`src/rtl/accum_seq.sv`:
```
// accum_seq: sequential 8-bit add/subtract accumulator over N_OPS operands
// with ready/valid handshakes and carry, sticky overflow and zero flags.
module accum_seq #(
    parameter int N_OPS = 4
) (
    input  logic       clk,
    input  logic       rst_n,
    input  logic       start,
    input  logic       in_valid,
    output logic       in_ready,
    input  logic [7:0] in_data,
    input  logic       in_sub,
    output logic       res_valid,
    input  logic       res_ready,
    output logic [7:0] res_data,
    output logic       carry,
    output logic       ovf,
    output logic       zero,
    output logic       busy
);
    typedef enum logic [1:0] {IDLE, ACC, DONE} state_t;

    state_t     state, state_nx;
    logic [7:0] cnt;
    logic [7:0] b;
    logic [8:0] sum;
    logic       accept;
    logic       last;

    always_ff @(posedge clk or negedge rst_n)
        if (!rst_n) state <= IDLE;
        else        state <= state_nx;

    always_comb begin
        state_nx  = state;
        in_ready  = state == ACC;
        res_valid = state == DONE;
        busy      = state != IDLE;
        accept    = in_ready && in_valid;
        last      = cnt == 8'(N_OPS - 1);
        if (state == IDLE && start)   state_nx = ACC;
        if (accept && last)           state_nx = DONE;
        if (res_valid && res_ready)   state_nx = IDLE;
    end

    // Subtraction is acc + ~Y + 1, so carry doubles as "no borrow".
    always_comb begin
        b   = in_sub ? ~in_data : in_data;
        sum = {1'b0, res_data} + {1'b0, b} + {8'd0, in_sub};
    end

    always_ff @(posedge clk or negedge rst_n)
        if (!rst_n) begin
            res_data <= 8'd0;
            cnt      <= 8'd0;
            carry    <= 1'b0;
            ovf      <= 1'b0;
        end else if (state == IDLE && start) begin
            res_data <= 8'd0;
            cnt      <= 8'd0;
            carry    <= 1'b0;
            ovf      <= 1'b0;
        end else if (accept) begin
            res_data <= sum[7:0];
            cnt      <= cnt + 8'd1;
            carry    <= sum[8];
            ovf      <= ovf | ((res_data[7] == b[7]) && (sum[7] != res_data[7]));
        end

    assign zero = res_data == 8'd0;
endmodule

```
`config.mk`:
```
export PLATFORM = sky130hd
export DESIGN_NAME = accum_seq
export DESIGN_NICKNAME = d
export VERILOG_FILES = /design/src/rtl/accum_seq.sv
export SDC_FILE = /design/constraint.sdc
export NUM_CORES = 1
export LEC_CHECK = 0
export CORE_MARGIN = 2
export CORE_UTILIZATION = 54
export DETAILED_ROUTE_END_ITERATION = 7
export GPL_TIMING_DRIVEN = 0
export PLACE_DENSITY = 0.84
export SLEW_MARGIN = 20
export SYNTH_ARGS = -nofsm -noshare
export SYNTH_HDL_FRONTEND = slang
export SYNTH_SLANG_ARGS = --single-unit
export TNS_END_PERCENT = 30
```
`constraint.sdc`:
```
create_clock -name clk -period 3.35 [get_ports clk]
set_input_delay 0.8375 -clock clk [delete_from_list [all_inputs] [get_ports clk]]
set_output_delay 0.8375 -clock clk [all_outputs]
set_load 0.01 [all_outputs]
```
# [Word-level counts from Yosys, hierarchy flattened]
# Index checks and enable logic that the tools add are counted.
[word_totals] regBits=20 output_inout_bits=14
[op_classes] mux=12 eq_ne=5 add_sub_neg=3 reduce_logical=10 n_bitwise=2
[op_table] cell="2-to-1 mux 8 bit" count=5
[op_table] cell="adder 8 x 8 -> 9 bit" count=1
[op_table] cell="adder 9 x 1 -> 9 bit" count=1
[op_table] cell="adder 8 x 1 -> 8 bit (second input constant)" count=1
[op_table] cell="equality test 8 x 2 -> 1 bit (second input constant)" count=1
[op_table] cell="logical NOT 8 bit" count=1
[op_table] cell="NOT 8 bit" count=1
[op_table] cell="2-to-1 mux 2 bit" count=3
[op_table] cell="logical AND 1 bit" count=5
[op_table] cell="2-to-1 mux 1 bit" count=4
[op_table] cell="nonzero test 2 bit" count=2
[op_table] cell="nonzero test 3 bit" count=1
[op_table] cell="equality test 2 x 1 -> 1 bit (second input constant)" count=1
[op_table] cell="equality test 2 bit (second input constant)" count=1
[op_table] cell="logical NOT 2 bit" count=1
[op_table] cell="equality test 1 bit" count=1
[op_table] cell="!= test 1 bit" count=1
[op_table] cell="OR 1 bit" count=1

# [Longest topological paths before layout]
[depth] depth_word=9 mapped_depth=8 ltp_nobuf=7

# [Least setup slack after synthesis]
# No wires, ideal clock.
[synth_path] kind="in2reg" from="input in_sub" to="register res_data[6]" setup_time_ps=118 cell_stages=8 t_arrival_ps=2494 path_buffers=1 required_time_ps=3232 slack_ps=738 path_cell_list="buf_6 > mux2_4 > fa_1 > a21oi_1 > a2bb2oi_1 > mux2i_1 > a21oi_1 > a21o_1"
[synth_between] elab_chain_cells=5
[synth_rtl] item="from (decl)" line="12" rtl="input logic in_sub,"
[synth_rtl] item="2-to-1 mux 8 bit" line="48" rtl="b = in_sub ? ~in_data : in_data;"
[synth_rtl] item="adder 8 x 8 -> 9 bit" line="49" rtl="sum = {1'b0, res_data} + {1'b0, b} + {8'd0, in_sub};"
[synth_rtl] item="adder 9 x 1 -> 9 bit (*)" line="49"
[synth_rtl] item="2-to-1 mux 8 bit (*)" line="63" rtl="end else if (accept) begin"
[synth_rtl] item="2-to-1 mux 8 bit (*)" line="58" rtl="end else if (state == IDLE && start) begin"
[synth_rtl] item="to (signal assigned)" line="64" rtl="res_data <= sum[7:0];"
[synth_rtl] item="to (decl)" line="15" rtl="output logic [7:0] res_data,"
# Mark *: on every way between the ends. The rest lies on a longest branch, timed or not. The select of a mux whose other input is x is not followed.
# A chain may end at the register's enable or synchronous reset.

# [Final worst setup path]
[layout_path] from="input in_data[0]" to="register res_data[6]"
[layout_between] elab_chain_cells=6
[layout_rtl] item="from (decl)" line="11" rtl="input logic [7:0] in_data,"
[layout_rtl] item="NOT 8 bit" line="48"
[layout_rtl] item="2-to-1 mux 8 bit (*)" line="48"
[layout_rtl] item="adder 8 x 8 -> 9 bit (*)" line="49"
[layout_rtl] item="adder 9 x 1 -> 9 bit (*)" line="49"
[layout_rtl] item="2-to-1 mux 8 bit (*)" line="63"
[layout_rtl] item="2-to-1 mux 8 bit (*)" line="58"
# Marks and branches as above.

==> impl_results.md <==
- CTS tree: done
- WP data required: 3.53 ns
- CP Max Fanout: 3
- Area of the mapped netlist: 0.00135 mm^2
- Vias: 1,082
- Skew final: 0.00179 ns
- Compound-Gate Fraction of Synth Area: 14.0%
- Final core utilization: 69.1%
- Critical path's largest stage delay: 0.50 ns
- Top Layer Used: met4
- Crit-path cells: clkdlybuf4s50_1 -> mux2_4 -> fa_1 -> a21oi_1 -> a2bb2oi_1 -> mux2i_1 -> a21oi_1 -> a21o_1
- Data arrival, critical path: 3.10 ns
- Endpoints failing hold: 0
- Detailed Route Iter0 Violations: 6
- Number of synthesized flops with an enable pin: 0
- Root buf cell: clkbuf_4
- Largest family of logic cells by synthesized area: simple AND/OR/NAND/NOR gates
- GPL Wtd Cong: 0.751
- Clock tree buffer depth: 2
- Slew headroom: 42.5%
- R2R Path End: res_data[6]
- Reg-to-reg setup timing slack: 1.09 ns
- Post-synthesis sequential area ratio: 37.2%
- Simple-gate share of the synthesized area: 22.1%
- Hold endpoint: ovf
- # IOs: 28
- Crit end category: register
- Clock power frac: 7.1%
- Net Sw Frac: 41.9%
- P&R area growth vs syn: 23.8%
- First-pass GRT wire length: 4350 um
- Measured slew at the worst slew-check pin: 0.859 ns
- Post-synthesis xor/xnor area fraction: 12.4%
- Final Slew Violations: 0
- Port-buffer cells: 26
- Worst r2r path cells: 7
- Routed vias/inst: 5.55
- Critical path startpoint category: input port
- Post-route ant nets: 0
- Hold Crit Class: reg2reg
- Crit path top cell by count: a21oi_1
- Commonest non-fill, non-tap cells in the layout: clkdlybuf4s50_1 (26), dfrtp_1 (20), nor2_1 (18), xor2_1 (14), a21oi_1 (10)
- Largest net degree at the start of global routing: 21
- Mux cell area share after synthesis: 2.60%
- Post-cts resize count: 0
- Syn Inst Count: 136
- Wire per inst: 13.7 um
- Antenna violations before repair: 0
- Warning count from the yosys run: 0
- Layout Nets: 190
- Ant. Diodes: 0
- Metal-1 WL: 1200 um
- Post-Synth Adder-Cell Area: 8.93%
- Status: finished clean
- Hold Startpoint: ovf
- Post-CTS Setup Inserts: 0
- Crit-path leading delay family: compound AO/OA/AOI/OAI gates
- Fillers: 184
- Crit-path slowest cell: clkdlybuf4s50_1
- Pwr dens: 870 mW/mm^2
- Die Footprint: 0.00291 mm^2
- Commonest non-fill, non-tap cell in the layout: clkdlybuf4s50_1
- CTS buffer count: 3
- RSZ-0062 raised after global routing: no
- Syn_nets: 159
- Worst path bufs/invs: 1
- Gr usage total: 20.9%
- Hold path cells: 1
- Post-route total power: 0.00145 W
- Mapped Avg Cell Area: 9.89 um^2
- Core Region: 0.00241 mm^2
- Vias in the first global route: 1,028
- Static Leak: 0.730 nW
- Combinational Power Share: 61.5%
- Cell Rows: 18
- R2r startpoint: res_data[0]
- Cell Int Power: 0.000842 W
- CTS H-Tree Depth: 1
- Routed WL: 2680 um
- Achievable Freq: 0.343 GHz
- # hold bufs at CTS: 0
- Switching Power: 0.000607 W
- # clock sinks: 20
- Max cap viols: 0
- Drt drc: 0
- Met2 routed WL: 1420 um
- Layout cells sized above 1: 9.70%
- Die Width: 53.9 um
- Endpoints failing setup: 0
- Die H: 53.9 um
- Netlist cell types: 39
- Met3 wire len: 43 um
- Async SR Flop Fraction: 100%
- First-pass DRT Iterations: 4
- Total grt overflow: 0
- Synthesized flop and latch total: 20
- Critical path class: in2reg
- Initial Util: 55.8%
- Fin crit period: 2.92 ns
- Clock latency on the worst-skew pair: 0.28 ns
- Clk pin slew, worst setup/hold paths: 0.10 ns
- Setup TNS: 0 ns
- Part of the power in registers: 31.3%
- Peak VDD IR: 0.595 mV
- Dominant synthesized flop cell: dfrtp_1
- Fin crit share: 87.0%
- HPWL after detailed placement: 2120 um
area by class of cell:
cell class | instances | area (um^2) | area share [%]
Timing Repair Buffer | 26 | 260 | 15.6
Inverter | 2 | 7.51 | 0.451
Clock buffer | 3 | 22.5 | 1.35
Tap cell | 30 | 37.5 | 2.25
Sequential cell | 20 | 500 | 30.1
Buffer | 3 | 30.0 | 1.80
Multi-Input combinational cell | 111 | 807 | 48.5
cells by family after synthesis:
family,Yosys count
and+or+nand+nor,52
AOI/OAI and AO/OA,28
DFF,20
xor gates and xnor gates,19
adders and majority gates,9
buffers and inverters,5
muxes,3
state kept, by name, summed over array words and instances, names as in the netlist:
| register | cells |
|---|---|
| carry | 1 |
| cnt | 8 |
| ovf | 1 |
| res_data | 8 |
| state | 2 |
synthesized netlist by cell type (all sizes together), types with 2 or more instances:
cell / n / share of area, %
or4: 3 / 1.7
mux2i: 2 / 1.5
nor2: 20 / 6.0
o21ai: 8 / 3.0
inv: 2 / 0.56
nand2: 10 / 3.0
a21oi: 10 / 3.7
a211o: 2 / 1.3
xor2: 14 / 9.1
nand3: 4 / 1.5
nor2b: 3 / 1.4
dfrtp: 20 / 37
nand4: 3 / 1.4
xnor2: 5 / 3.3
ha: 8 / 7.4
a21o: 2 / 1.1
buf: 3 / 2.2
nand3b: 2 / 2.0
metrics by stage:
stage	worst slack, ns	instance area (um^2)	hold WS [ns]	cells
final	0.434	1670	0.502	195
after global routing	0.306	1670	0.527	195
after CTS	0.461	1670	0.507	195
after detailed placement	0.153	1640	0.490	192
after global placement	0.161	1640	0.475	192
after floorplan	0.738	1350	0.492	136
worst max path at each step:
stage / from / end / slack (ns) / depth (start not counted)
floorplan: in_sub / res_data[6] / 0.74 / 8
global placement: in_data[0] / res_data[6] / 0.16 / 8
detailed placement: in_data[0] / res_data[6] / 0.15 / 8
CTS: in_data[0] / res_data[6] / 0.46 / 8
global route: in_data[0] / res_data[6] / 0.31 / 8
finish: in_data[0] / res_data[6] / 0.43 / 8
worst register-to-register path, cell delays in order, from the launching register on:
cell	delay, ns
dfrtp_1	0.44
mux2_4	0.30
fa_1	0.42
a21oi_1	0.20
a2bb2oi_1	0.33
mux2i_1	0.23
a21oi_1	0.10
a21o_1	0.16
power by group through the flow:
stage | Sequential [W] | Combinational (W) | Clock, W
2_1_floorplan | 0.000463 | 0.000586 | 0
3_3_place_gp | 0.000450 | 0.000867 | 0
5_1_grt | 0.000469 | 0.000983 | 0.000116
4_1_cts | 0.000454 | 0.000900 | 0.000108
3_5_place_dp | 0.000459 | 0.000892 | 0
6_report | 0.000454 | 0.000892 | 0.000103
per-layer routing:
layer  up-vias  global-route usage, %
li1        540                      -
met4         0                   8.12
met2        13                   37.0
met5         -                      0
met3         2                   1.94
met1       527                   26.1
No activity file was read; power rests on OpenSTA's default activity.
